==> src/rtl/ddr3_pkg.sv <==
`default_nettype none
// ============================================================================
//  Module   : ddr3_pkg
//  Purpose  : Shared command encodings and command-class helpers for the
//             ddr3_controller front-end (request arbiter and tag FIFO).
//  Contents : ddr3_cmd_e      - controller command encodings
//             is_read/is_write/is_legal - command class predicates
//             beats_of        - number of return words a read produces
//  Revision : 1.0 - initial release
// ============================================================================
package ddr3_pkg;

    // Width of the per-read beat count carried in each tag (max 32 words).
    localparam int BEAT_W = 6;

    typedef enum logic [2:0] {
        CMD_NOP = 3'b000,
        CMD_SCR = 3'b001,
        CMD_SCW = 3'b010,
        CMD_BLR = 3'b011,
        CMD_BLW = 3'b100,
        CMD_ATR = 3'b101,
        CMD_ATW = 3'b110,
        CMD_ILL = 3'b111
    } ddr3_cmd_e;

    function automatic logic is_read(input logic [2:0] cmd);
        return (cmd == CMD_SCR) || (cmd == CMD_BLR) || (cmd == CMD_ATR);
    endfunction

    function automatic logic is_write(input logic [2:0] cmd);
        return (cmd == CMD_SCW) || (cmd == CMD_BLW) || (cmd == CMD_ATW);
    endfunction

    function automatic logic is_legal(input logic [2:0] cmd);
        return is_read(cmd) || is_write(cmd);
    endfunction

    // Burst reads return 8*(sz+1) words; single and atomic reads return one.
    function automatic logic [BEAT_W-1:0] beats_of(input logic [2:0] cmd,
                                                   input logic [1:0] sz);
        logic [BEAT_W-1:0] beats;
        beats = '0;
        case (cmd)
            CMD_BLR: beats = {({1'b0, sz} + 3'd1), 3'b000};
            CMD_SCR,
            CMD_ATR: beats = 6'd1;
            default: beats = '0;
        endcase
        return beats;
    endfunction

endpackage
`default_nettype wire

==> src/rtl/ddr3_tag_fifo.sv <==
`default_nettype none
// ============================================================================
//  Module   : ddr3_tag_fifo
//  Purpose  : In-order FIFO of outstanding read tags {requester id, beats}.
//             The head entry is visible combinationally; count is registered.
//  Ports    : clk, resetbar (async active-low)
//             push/push_data - enqueue a tag (ignored when full)
//             pop            - dequeue the head (ignored when empty)
//             head, empty, count - current head entry and occupancy
//  Revision : 1.0 - initial release
// ============================================================================
module ddr3_tag_fifo #(
    parameter int DEPTH = 16,
    parameter int WIDTH = 8
) (
    input  logic                       clk,
    input  logic                       resetbar,
    input  logic                       push,
    input  logic [WIDTH-1:0]           push_data,
    input  logic                       pop,
    output logic [WIDTH-1:0]           head,
    output logic                       empty,
    output logic [$clog2(DEPTH):0]     count
);

    localparam int c_aw = $clog2(DEPTH);

    logic [WIDTH-1:0] r_mem [DEPTH];
    logic [c_aw-1:0]  r_wptr;
    logic [c_aw-1:0]  r_rptr;
    logic [c_aw:0]    r_count;
    logic             w_do_push;
    logic             w_do_pop;

    assign w_do_push = push & (r_count != (c_aw+1)'(DEPTH));
    assign w_do_pop  = pop  & (r_count != '0);

    // Storage needs no reset: only entries below count are ever observed.
    always_ff @(posedge clk) begin
        if (w_do_push) begin
            r_mem[r_wptr] <= push_data;
        end
    end

    always_ff @(posedge clk or negedge resetbar) begin
        if (!resetbar) begin
            r_wptr  <= '0;
            r_rptr  <= '0;
            r_count <= '0;
        end else begin
            if (w_do_push) begin
                r_wptr <= r_wptr + 1'b1;
            end
            if (w_do_pop) begin
                r_rptr <= r_rptr + 1'b1;
            end
            case ({w_do_push, w_do_pop})
                2'b10:   r_count <= r_count + 1'b1;
                2'b01:   r_count <= r_count - 1'b1;
                default: r_count <= r_count;
            endcase
        end
    end

    assign head  = r_mem[r_rptr];
    assign empty = (r_count == '0);
    assign count = r_count;

endmodule
`default_nettype wire

==> src/rtl/ddr3_req_arbiter.sv <==
`default_nettype none
// ============================================================================
//  Module   : ddr3_req_arbiter
//  Purpose  : Round-robin front-end sharing the ddr3_controller command port
//             among NREQ requesters. Issues one controller command per
//             accepted request, tracks outstanding reads in an in-order tag
//             FIFO and steers returned read words back to their requester.
//  Ports    : req_*        - packed per-requester request bundles (in)
//             req_ready    - one-hot grant (out)
//             rsp_*        - routed read return (out)
//             ctl_ready/ctl_notfull/ctl_validout/ctl_dout/ctl_raddr (in)
//             ctl_cmd/sz/op/din/addr/read - controller command port (out)
//             outstanding  - tag FIFO occupancy
//             err_orphan   - sticky: return word with no outstanding tag
//  Revision : 1.0 - initial release
// ============================================================================
module ddr3_req_arbiter
    import ddr3_pkg::*;
#(
    parameter int NREQ      = 4,
    parameter int TAG_DEPTH = 16,
    parameter int IDW       = 2
) (
    input  logic                        clk,
    input  logic                        resetbar,
    input  logic [NREQ-1:0]             req_valid,
    input  logic [3*NREQ-1:0]           req_cmd,
    input  logic [2*NREQ-1:0]           req_sz,
    input  logic [3*NREQ-1:0]           req_op,
    input  logic [16*NREQ-1:0]          req_din,
    input  logic [25*NREQ-1:0]          req_addr,
    output logic [NREQ-1:0]             req_ready,
    output logic [NREQ-1:0]             rsp_valid,
    output logic [15:0]                 rsp_data,
    output logic [24:0]                 rsp_addr,
    input  logic                        ctl_ready,
    input  logic                        ctl_notfull,
    input  logic                        ctl_validout,
    input  logic [15:0]                 ctl_dout,
    input  logic [24:0]                 ctl_raddr,
    output logic [2:0]                  ctl_cmd,
    output logic [1:0]                  ctl_sz,
    output logic [2:0]                  ctl_op,
    output logic [15:0]                 ctl_din,
    output logic [24:0]                 ctl_addr,
    output logic                        ctl_read,
    output logic [$clog2(TAG_DEPTH):0]  outstanding,
    output logic                        err_orphan
);

    localparam int              c_cnt_w = $clog2(TAG_DEPTH) + 1;
    localparam int              c_tag_w = IDW + BEAT_W;
    localparam logic [NREQ-1:0] c_one   = NREQ'(1);

    // Unpacked views of the request bundles.
    logic [2:0]  w_cmd_a  [NREQ];
    logic [1:0]  w_sz_a   [NREQ];
    logic [2:0]  w_op_a   [NREQ];
    logic [15:0] w_din_a  [NREQ];
    logic [24:0] w_addr_a [NREQ];

    logic [NREQ-1:0]     w_elig;
    logic [NREQ-1:0]     w_grant;
    logic                w_any_grant;
    logic [IDW-1:0]      w_win;
    logic [IDW-1:0]      r_ptr;

    logic [2:0]          w_sel_cmd;
    logic [1:0]          w_sel_sz;
    logic [2:0]          w_sel_op;
    logic [15:0]         w_sel_din;
    logic [24:0]         w_sel_addr;

    logic [2:0]          r_ctl_cmd;
    logic [1:0]          r_ctl_sz;
    logic [2:0]          r_ctl_op;
    logic [15:0]         r_ctl_din;
    logic [24:0]         r_ctl_addr;

    logic                w_push;
    logic [c_tag_w-1:0]  w_push_data;
    logic                w_pop;
    logic [c_tag_w-1:0]  w_head;
    logic [IDW-1:0]      w_head_id;
    logic [BEAT_W-1:0]   w_head_beats;
    logic                w_empty;
    logic                w_full;
    logic [c_cnt_w-1:0]  w_count;

    logic                w_rsp_fire;
    logic [BEAT_W-1:0]   r_beat;
    logic                r_err;

    generate
        for (genvar i = 0; i < NREQ; i++) begin : g_unpack
            assign w_cmd_a[i]  = req_cmd[3*i +: 3];
            assign w_sz_a[i]   = req_sz[2*i +: 2];
            assign w_op_a[i]   = req_op[3*i +: 3];
            assign w_din_a[i]  = req_din[16*i +: 16];
            assign w_addr_a[i] = req_addr[25*i +: 25];
        end
    endgenerate

    // Fullness uses the pre-edge count, so a pop in the same cycle does not
    // open a slot for a read grant until the following cycle.
    assign w_full = (w_count == c_cnt_w'(TAG_DEPTH));

    // Illegal commands are eligible like writes: they are consumed silently.
    generate
        for (genvar i = 0; i < NREQ; i++) begin : g_elig
            assign w_elig[i] = req_valid[i] & ctl_ready & ctl_notfull &
                               (~is_read(w_cmd_a[i]) | ~w_full);
        end
    endgenerate

    // Round-robin search starting just after the last winner.
    always_comb begin
        w_grant = '0;
        w_win   = r_ptr;
        for (int k = 1; k <= NREQ; k++) begin
            int v;
            v = int'(r_ptr) + k;
            if (v >= NREQ) begin
                v = v - NREQ;
            end
            for (int i = 0; i < NREQ; i++) begin
                if ((i == v) && w_elig[i] && (w_grant == '0)) begin
                    w_grant[i] = 1'b1;
                    w_win      = IDW'(i);
                end
            end
        end
    end

    assign w_any_grant = |w_grant;
    assign req_ready   = w_grant;

    always_comb begin
        w_sel_cmd  = '0;
        w_sel_sz   = '0;
        w_sel_op   = '0;
        w_sel_din  = '0;
        w_sel_addr = '0;
        for (int i = 0; i < NREQ; i++) begin
            if (w_grant[i]) begin
                w_sel_cmd  = w_cmd_a[i];
                w_sel_sz   = w_sz_a[i];
                w_sel_op   = w_op_a[i];
                w_sel_din  = w_din_a[i];
                w_sel_addr = w_addr_a[i];
            end
        end
    end

    always_ff @(posedge clk or negedge resetbar) begin
        if (!resetbar) begin
            r_ptr <= IDW'(NREQ - 1);
        end else if (w_any_grant) begin
            r_ptr <= w_win;
        end
    end

    // Command register: the controller sees each accepted command for one
    // cycle; every other cycle (including illegal grants) presents a NOP.
    always_ff @(posedge clk or negedge resetbar) begin
        if (!resetbar) begin
            r_ctl_cmd  <= CMD_NOP;
            r_ctl_sz   <= '0;
            r_ctl_op   <= '0;
            r_ctl_din  <= '0;
            r_ctl_addr <= '0;
        end else if (w_any_grant && is_legal(w_sel_cmd)) begin
            r_ctl_cmd  <= w_sel_cmd;
            r_ctl_sz   <= w_sel_sz;
            r_ctl_op   <= w_sel_op;
            r_ctl_din  <= w_sel_din;
            r_ctl_addr <= w_sel_addr;
        end else begin
            r_ctl_cmd  <= CMD_NOP;
            r_ctl_sz   <= '0;
            r_ctl_op   <= '0;
            r_ctl_din  <= '0;
            r_ctl_addr <= '0;
        end
    end

    assign ctl_cmd  = r_ctl_cmd;
    assign ctl_sz   = r_ctl_sz;
    assign ctl_op   = r_ctl_op;
    assign ctl_din  = r_ctl_din;
    assign ctl_addr = r_ctl_addr;

    assign w_push      = w_any_grant & is_read(w_sel_cmd);
    assign w_push_data = {w_win, beats_of(w_sel_cmd, w_sel_sz)};

    ddr3_tag_fifo #(
        .DEPTH (TAG_DEPTH),
        .WIDTH (c_tag_w)
    ) u_tag_fifo (
        .clk       (clk),
        .resetbar  (resetbar),
        .push      (w_push),
        .push_data (w_push_data),
        .pop       (w_pop),
        .head      (w_head),
        .empty     (w_empty),
        .count     (w_count)
    );

    assign w_head_id    = w_head[c_tag_w-1 -: IDW];
    assign w_head_beats = w_head[BEAT_W-1:0];

    // Return path: words are always drained; only words that match an
    // outstanding tag are routed to a requester.
    assign ctl_read   = ctl_validout;
    assign w_rsp_fire = ctl_validout & ~w_empty;
    assign w_pop      = w_rsp_fire & ((r_beat + 1'b1) == w_head_beats);

    always_ff @(posedge clk or negedge resetbar) begin
        if (!resetbar) begin
            r_beat <= '0;
            r_err  <= 1'b0;
        end else begin
            if (w_rsp_fire) begin
                r_beat <= w_pop ? '0 : (r_beat + 1'b1);
            end
            if (ctl_validout && w_empty) begin
                r_err <= 1'b1;
            end
        end
    end

    assign rsp_valid   = w_rsp_fire ? (c_one << w_head_id) : '0;
    assign rsp_data    = w_rsp_fire ? ctl_dout  : '0;
    assign rsp_addr    = w_rsp_fire ? ctl_raddr : '0;
    assign outstanding = w_count;
    assign err_orphan  = r_err;

endmodule
`default_nettype wire

==> config.mk <==
export PLATFORM = sky130hd
export DESIGN_NAME = ddr3_req_arbiter
export DESIGN_NICKNAME = d
export VERILOG_FILES = /design/src/rtl/ddr3_pkg.sv /design/src/rtl/ddr3_tag_fifo.sv /design/src/rtl/ddr3_req_arbiter.sv
export SDC_FILE = /design/constraint.sdc
export NUM_CORES = 1
export LEC_CHECK = 0
export CORE_MARGIN = 10
export CORE_UTILIZATION = 40
export DETAILED_ROUTE_END_ITERATION = 8
export GPL_ROUTABILITY_DRIVEN = 0
export PLACE_DENSITY_LB_ADDON = 0.25
export SYNTH_ARGS = -nofsm -noshare
export SYNTH_HDL_FRONTEND = slang
export SYNTH_SLANG_ARGS = --single-unit
export TNS_END_PERCENT = 5
==> constraint.sdc <==
create_clock -name clk -period 4.2 [get_ports clk]
set_input_delay 0.84 -clock clk [delete_from_list [all_inputs] [get_ports clk]]
set_output_delay 0.84 -clock clk [all_outputs]
set_load 0.005 [all_outputs]
Word level (Yosys, flattened, before mapping)
Memory sizes are Yosys's and may differ from the RTL's.
Cells that the tools add are included.
- output and inout bits: 105
- memory bits (writable): 128
- word-level logic and storage cells: 232
- memories kept: 1
- register bits: 71
- input bits: 246
- memories (name ; depth ; width ; read ports ; clocked after memory_dff ; write ports ; RTL line ; source):
    u_tag_fifo.r_mem ; 16 ; 8 ; 1 ; 0 ; 1 ; ddr3_tag_fifo.sv:28 ; logic [WIDTH-1:0] r_mem [DEPTH];
- bitwise logic cells: 28
- order comparisons: 4
- shift operators: 1
- $add $sub $neg: 14
- muxes and demuxes: 69
- reduce and logical (&&, ||, !) cells: 69
- equal/unequal tests: 35
- operators by type and width (kind ; count):
    $eq 3x32->1 const A ; 8
    $mux 25 ; 6
    $eq 2x32->1 const A ; 4
    $logic_not 32->1 ; 4
    $mux 32 ; 4
    $mux 16 ; 6
    $logic_not 4->1 ; 12
    $mux 2 ; 21
    $logic_and 1x1->1 ; 33
    $mux 3 ; 10
    $eq 3x3->1 const B ; 7
    $eq 3x2->1 const B ; 6
    $mux 1 ; 18
    $and 1x1->1 ; 17
    $eq 3x1->1 const B ; 5
    $logic_or 1x1->1 ; 13
    $pmux 6 s2 ; 1
    $sub 3x3->4 const B ; 3
    $pmux 5 s2 ; 1
    $ge 3x3->1 const B ; 3
    $add 4x1->4 const B ; 2
    $not 1->1 ; 7
    $add 2x1->3 const B ; 2
    $add 2x2->3 const B ; 2
    other kinds (22) ; 25

Longest topological paths before layout
- word-level depth: 61
- mapped depth: 20
- mapped depth without buffers: 17

By module
A second synthesis with hierarchy kept.
- cells, all modules: 732
- area, all modules: 9475.3 µm²
- modules (own cells, without submodules) (module ; instances ; area each (µm²) ; sequential area each (µm²) ; cells each):
    ddr3_tag_fifo ; 1 ; 5758.0 ; 4169.0 ; 331
    ddr3_req_arbiter ; 1 ; 3717.3 ; 1453.9 ; 401

Worst setup path after synthesis
No wires, ideal clock.
- path kind: input to register
- start point: input req_cmd[3]
- end point: register u_tag_fifo.r_count[4], in the netlist u_tag_fifo.count[4]
- buffers on the path: 1
- arrival time: 4.240 ns
- setup time: 0.128 ns
- path slack: -0.168 ns
- required time: 4.072 ns
- cell stages on the path: 16
- path through: a21boi_0 -> a31oi_1 -> o211ai_1 -> nor2_1 -> a222oi_1 -> o2111ai_2 -> a21oi_2 -> buf_2 -> inv_1 -> ha_1 -> ha_1 -> a21o_1 -> a21oi_1 -> xnor2_1 -> nor2_1 -> xnor2_1
- word-level cells in the longest chain between the ends: 59
- elaborated cells between the ends (all ways): 72
- classes of those cells: eq/ne (8); mux (20); bitwise (5); reduce/logical (39)
- RTL lines (item ; RTL line ; source):
    start, declared ; ddr3_req_arbiter.sv:27 ; input logic [3*NREQ-1:0] req_cmd,
    $eq 3x1->1 / $eq 3x2->1 (equally long branches) ; ddr3_pkg.sv:28 ; return (cmd == CMD_SCR) || (cmd == CMD_BLR) || (cmd == CMD_ATR);
    $logic_or 1x1->1 (2 in a row) ; ddr3_pkg.sv:28 ;
    $not 1->1 ; ddr3_req_arbiter.sv:112 ; (~is_read(w_cmd_a[i]) | ~w_full);
    $or 1x1->1 ; ddr3_req_arbiter.sv:112 ;
    $and 1x1->1 ; ddr3_req_arbiter.sv:111 ; assign w_elig[i] = req_valid[i] & ctl_ready & ctl_notfull &
    $logic_and 1x1->1 (2 in a row) ; ddr3_req_arbiter.sv:127 ; if ((i == v) && w_elig[i] && (w_grant == '0)) begin
    $mux 1 ; ddr3_req_arbiter.sv:127 ;
    $logic_not 2->1 ; ddr3_req_arbiter.sv:127 ;
    [... 40 more ...] ; - ;
    $mux 1 ; ddr3_req_arbiter.sv:127 ;
    $mux 3 ; ddr3_req_arbiter.sv:145 ; if (w_grant[i]) begin
    $eq 3x1->1 / $eq 3x2->1 (equally long branches) ; ddr3_pkg.sv:28 ;
    $logic_or 1x1->1 (2 in a row) ; ddr3_pkg.sv:28 ;
    $and 1x1->1 (*) ; ddr3_req_arbiter.sv:193 ; assign w_push = w_any_grant & is_read(w_sel_cmd);
    $and 1x1->1 (*) ; ddr3_tag_fifo.sv:35 ; assign w_do_push = push & (r_count != (c_aw+1)'(DEPTH));
    $eq 2x1->1 / $eq 2x2->1 (equally long branches) ; ddr3_tag_fifo.sv:57 ; case ({w_do_push, w_do_pop})
    $pmux 5 s2 / $reduce_bool 2->1 (equally long branches) ; - ;
    end signal, assigned ; ddr3_tag_fifo.sv:58 ; 2'b10: r_count <= r_count + 1'b1;
    end signal, assigned ; ddr3_tag_fifo.sv:59 ; 2'b01: r_count <= r_count - 1'b1;
    end signal, assigned ; ddr3_tag_fifo.sv:60 ; default: r_count <= r_count;
    end, declared ; ddr3_tag_fifo.sv:31 ; logic [c_aw:0] r_count;
Every way passes the cells marked *; elsewhere a longest branch is shown, timed or not.
A chain may end at the register's enable or synchronous reset.

Worst setup path in the final report
- start point: input req_cmd[0]
- end point: output req_ready[3]
- word-level cells in the longest chain between the ends: 53
- elaborated cells between the ends (all ways): 58
- classes of those cells: eq/ne (3); mux (16); bitwise (4); reduce/logical (35)
- RTL lines (item ; RTL line ; source):
    $eq 3x1->1 / $eq 3x2->1 (equally long branches) ; ddr3_pkg.sv:28 ;
    $logic_or 1x1->1 ; ddr3_pkg.sv:28 ;
    $logic_or 1x1->1 (*) ; ddr3_pkg.sv:28 ;
    $not 1->1 (*) ; ddr3_req_arbiter.sv:112 ;
    $or 1x1->1 (*) ; ddr3_req_arbiter.sv:112 ;
    $and 1x1->1 (*) ; ddr3_req_arbiter.sv:111 ;
    $logic_and 1x1->1 ; ddr3_req_arbiter.sv:127 ;
    $mux 1 ; ddr3_req_arbiter.sv:127 ;
    [... 37 more ...] ; - ;
    $logic_and 1x1->1 ; ddr3_req_arbiter.sv:127 ;
    $mux 1 ; ddr3_req_arbiter.sv:127 ;
    $logic_not 4->1 ; ddr3_req_arbiter.sv:127 ;
    $logic_and 1x1->1 ; ddr3_req_arbiter.sv:127 ;
    $mux 1 ; ddr3_req_arbiter.sv:127 ;
    $logic_not 4->1 ; ddr3_req_arbiter.sv:127 ;
    $logic_and 1x1->1 ; ddr3_req_arbiter.sv:127 ;
    $mux 1 (*) ; ddr3_req_arbiter.sv:127 ;
    end, declared ; ddr3_req_arbiter.sv:32 ; output logic [NREQ-1:0] req_ready,
Marks and branches as above.

==> reports/results.txt <==
Stages on the worst setup path: 8
Die footprint: 0.0277 mm^2
Boundary Pins: 351
Top cell type's share of synthesized area: 33.6%
DP Wirelength: 24.6 mm
CP cell instances: clkdlybuf4s50_1, a21bo_2, buf_4, o31a_1, a211oi_1, o21a_2, buf_8, clkdlybuf4s50_1
Peak supply drop: 338 uV
Top post-synthesis cells by area: edfxtp_1 34%, dfrtp_1 20%, a222oi_1 5.4%, and2_1 3.8%, a211oi_1 3.2%
Gate Count Post-Synth: 699
Max Cap Viol: 0
Arr. time, crit path: 3.39 ns
Critical Path Max Stage Delay: 0.56 ns
Fin crit share: 101%
Antenna violations before repair: 0
# diodes: 0
Via count: 7748
Core Region: 0.0211 mm^2
Status: finished, violations left
Most frequent cell after synthesis: edfxtp_1
Max Freq: 236 MHz
First-pass GRT wire length: 47.4 mm
Worst EP required: 3.36 ns
Crit-path slowest cell: clkdlybuf4s50_1
Die Span Y: 166 um
Ys flop type: edfxtp_1
Largest area contributor in the netlist: edfxtp_1
DR vias/cell: 5.56
Htree depth: 4
Clock-pin slew on the worst setup and hold paths: 0.07 ns
WP buf/inv: 4
Clock root buffer: clkbuf_16
Register area: 0.00466 mm^2
Vias in the first global route: 8015
FP Rows: 53
Failing checks: setup timing
Final #Nets: 1363
Rel. slew slack: 24.2%
Power, Total: 5.91 mW
Final Critical Period: 4.23 ns
Pin count of the biggest net entering global routing: 72
WS Path Type: in -> out
Longest Clk Path Bufs: 2
Final hold violation count: 0
RSZ-0062 raised after global routing: true
I/O Buffers: 350
Total GRT Usage: 21.7%
Hold WC Path Type: reg -> reg
Cell Area, Synth: 0.00857 mm^2
Worst Setup End Kind: output port
Sequential cell area fraction in the yosys report: 54.4%
Post-synth EDFFs: 96
LEAKAGE: 5.09 nW
P&R area growth vs syn: 57.4%
First-pass iteration count of the detailed router: 7
Asr flop ratio synth: 42.5%
Routed WL: 31.5 mm
Die Wd: 166 um
Hold Buf Count CTS: 0
Netlist cell types: 71
Sw Ratio: 33.1%
Post CTS Setup Buffer Count: 0
Fin Hold WS: 0.469 ns
Power Density: 438 mW/mm^2
Fin util: 64.0%
# setup viols final: 1
Total clock sinks: 167
Final setup margin: -0.0316 ns
Area after DPL: 0.0129 mm^2
Combinational Power Share: 39.5%
Cell family with most CP delay: buffers and inverters
Clock latency at the later pin of the worst-skew pair: 0.42 ns
Final Cell Area: 0.0135 mm^2
Syn Nets: 957
Syn. warnings: 0
Hold depth: 1
Cell Int Power: 3.96 mW
WL/cell: 22.6 um
TritonCTS clock tree: done
Remaining Overflow, GRT: 0
Crit-path most repeated cell: clkdlybuf4s50_1
Net Switching: 1.95 mW
Syn avg cell area: 12.3 um^2
Synth top cells by count: 96 x edfxtp_1, 72 x nand2_1, 69 x dfrtp_1
Crit path max fanout: 33
Initial Util: 40.7%
Sequential Power Share: 36.5%
Least-Margin Pin Slew: 1.14 ns
DRC violations left: 0
Fin. max-slew vios: 0
Share of cells above drive strength 1: 15.6%
CP Launch Type: primary input
1st-iter DRT viols: 712
Multi-input logic area: 0.00370 mm^2
Cells on worst reg2reg path: 15
Post-DRT Antenna Nets: 0
Clock share of power: 24.0%
Synthesized flop and latch total: 167
Cts bufs inserted: 17
Fillers: 1645
Clock skew: 0.0144 ns
## power groups by stage
stage | sequential (mW) | clock, mW | combinational [mW]
after global routing | 2.18 | 1.51 | 2.53
after floorplan | 2.18 | 0 | 1.22
after global placement | 2.18 | 0 | 2.30
final | 2.16 | 1.42 | 2.33
after CTS | 2.16 | 1.45 | 2.34
after detailed placement | 2.18 | 0 | 2.32
## sequential cells by signal (all words and copies together) (netlist names), 2 cells and up
| name | cells |
|---|---|
| ctl_addr | 25 |
| r_ptr | 2 |
| u_tag_fifo.r_mem | 96 |
| ctl_din | 16 |
| ctl_sz | 2 |
| r_beat | 6 |
| u_tag_fifo.r_wptr | 4 |
| ctl_cmd | 3 |
| u_tag_fifo.r_rptr | 4 |
| u_tag_fifo.count | 5 |
| ctl_op | 3 |
## cell type report
cell class                      instances  area share (%)
Tap cell                              275            2.55
Timing Repair Buffer                  437            31.1
Sequential cell                       167            34.6
Clock buffer                           18            3.18
Multi-Input combinational cell        466            27.4
Inverter                               16           0.445
Clock inverter                         14           0.742
## cell usage in the layout, fill, tap and decap left out, types with 5 or more instances in the layout
cell type	Yosys	routed
a21o_1	5	5
xnor2_1	11	11
edfxtp_1	96	96
a211oi_2	10	10
nor2_1	12	12
ha_1	11	9
nand2_1	72	72
mux4_2	12	12
mux2i_1	25	25
a211oi_1	36	36
dfrtp_1	69	67
a222oi_1	46	46
clkbuf_16	0	17
a221oi_1	12	12
xor2_1	8	8
clkdlybuf4s50_1	0	346
and3_1	16	16
buf_4	1	84
a21oi_1	11	10
or3_1	5	5
o21ai_0	17	17
nor3_1	11	11
inv_1	15	14
and2_1	52	52
a22oi_1	8	8
nand3_1	8	8
## through the flow
step | TNS, ns | setup slack, ns | cells
2_1_floorplan | 0 | 0.0138 | 699
3_3_place_gp | -6.64 | -0.256 | 1361
3_5_place_dp | -10.20 | -0.307 | 1361
4_1_cts | 0 | 0.00606 | 1393
5_1_grt | -0.186 | -0.102 | 1393
6_report | -0.0316 | -0.0316 | 1393
## cells by family after synthesis
group / share of synthesized area, %
and+or+nand+nor: 12.3
adders and majority gates: 1.84
DFF: 54.4
buffers and inverters: 3.47
AOI/OAI and AO/OA: 19.7
xor gates and xnor gates: 1.94
muxes: 6.33
## repair_timing
item	4_1_cts	5_1_grt
pin swaps	0	2
resized for setup	9	3
setup endpoints to repair	4	22
## final timing paths
| kind | startpoint | endpoint | slack [ns] |
|---|---|---|---|
| setup / recovery | req_cmd[0] | req_ready[3] | -0.03 |
| hold / removal | err_orphan | err_orphan | 0.47 |
| setup reg to reg | u_tag_fifo.count[2] | u_tag_fifo.count[3] | 0.14 |
| hold reg to reg | err_orphan | err_orphan | 0.47 |
| max in group asynchronous | resetbar | u_tag_fifo.r_rptr[0] | 3.00 |
| min in group asynchronous | resetbar | u_tag_fifo.count[0] | 0.55 |
## per-layer routing
metal	routed length [um]	part of all wire [%]	vias up	GRT usage (%)
met5	0	0	-	0
met4	622	2.0	0	6.30
met3	3040	9.7	36	7.91
met2	16000	51	406	37.8
met1	11800	37	3723	24.3
li1	-	-	3583	-
(Power assumes the default switching activity.)
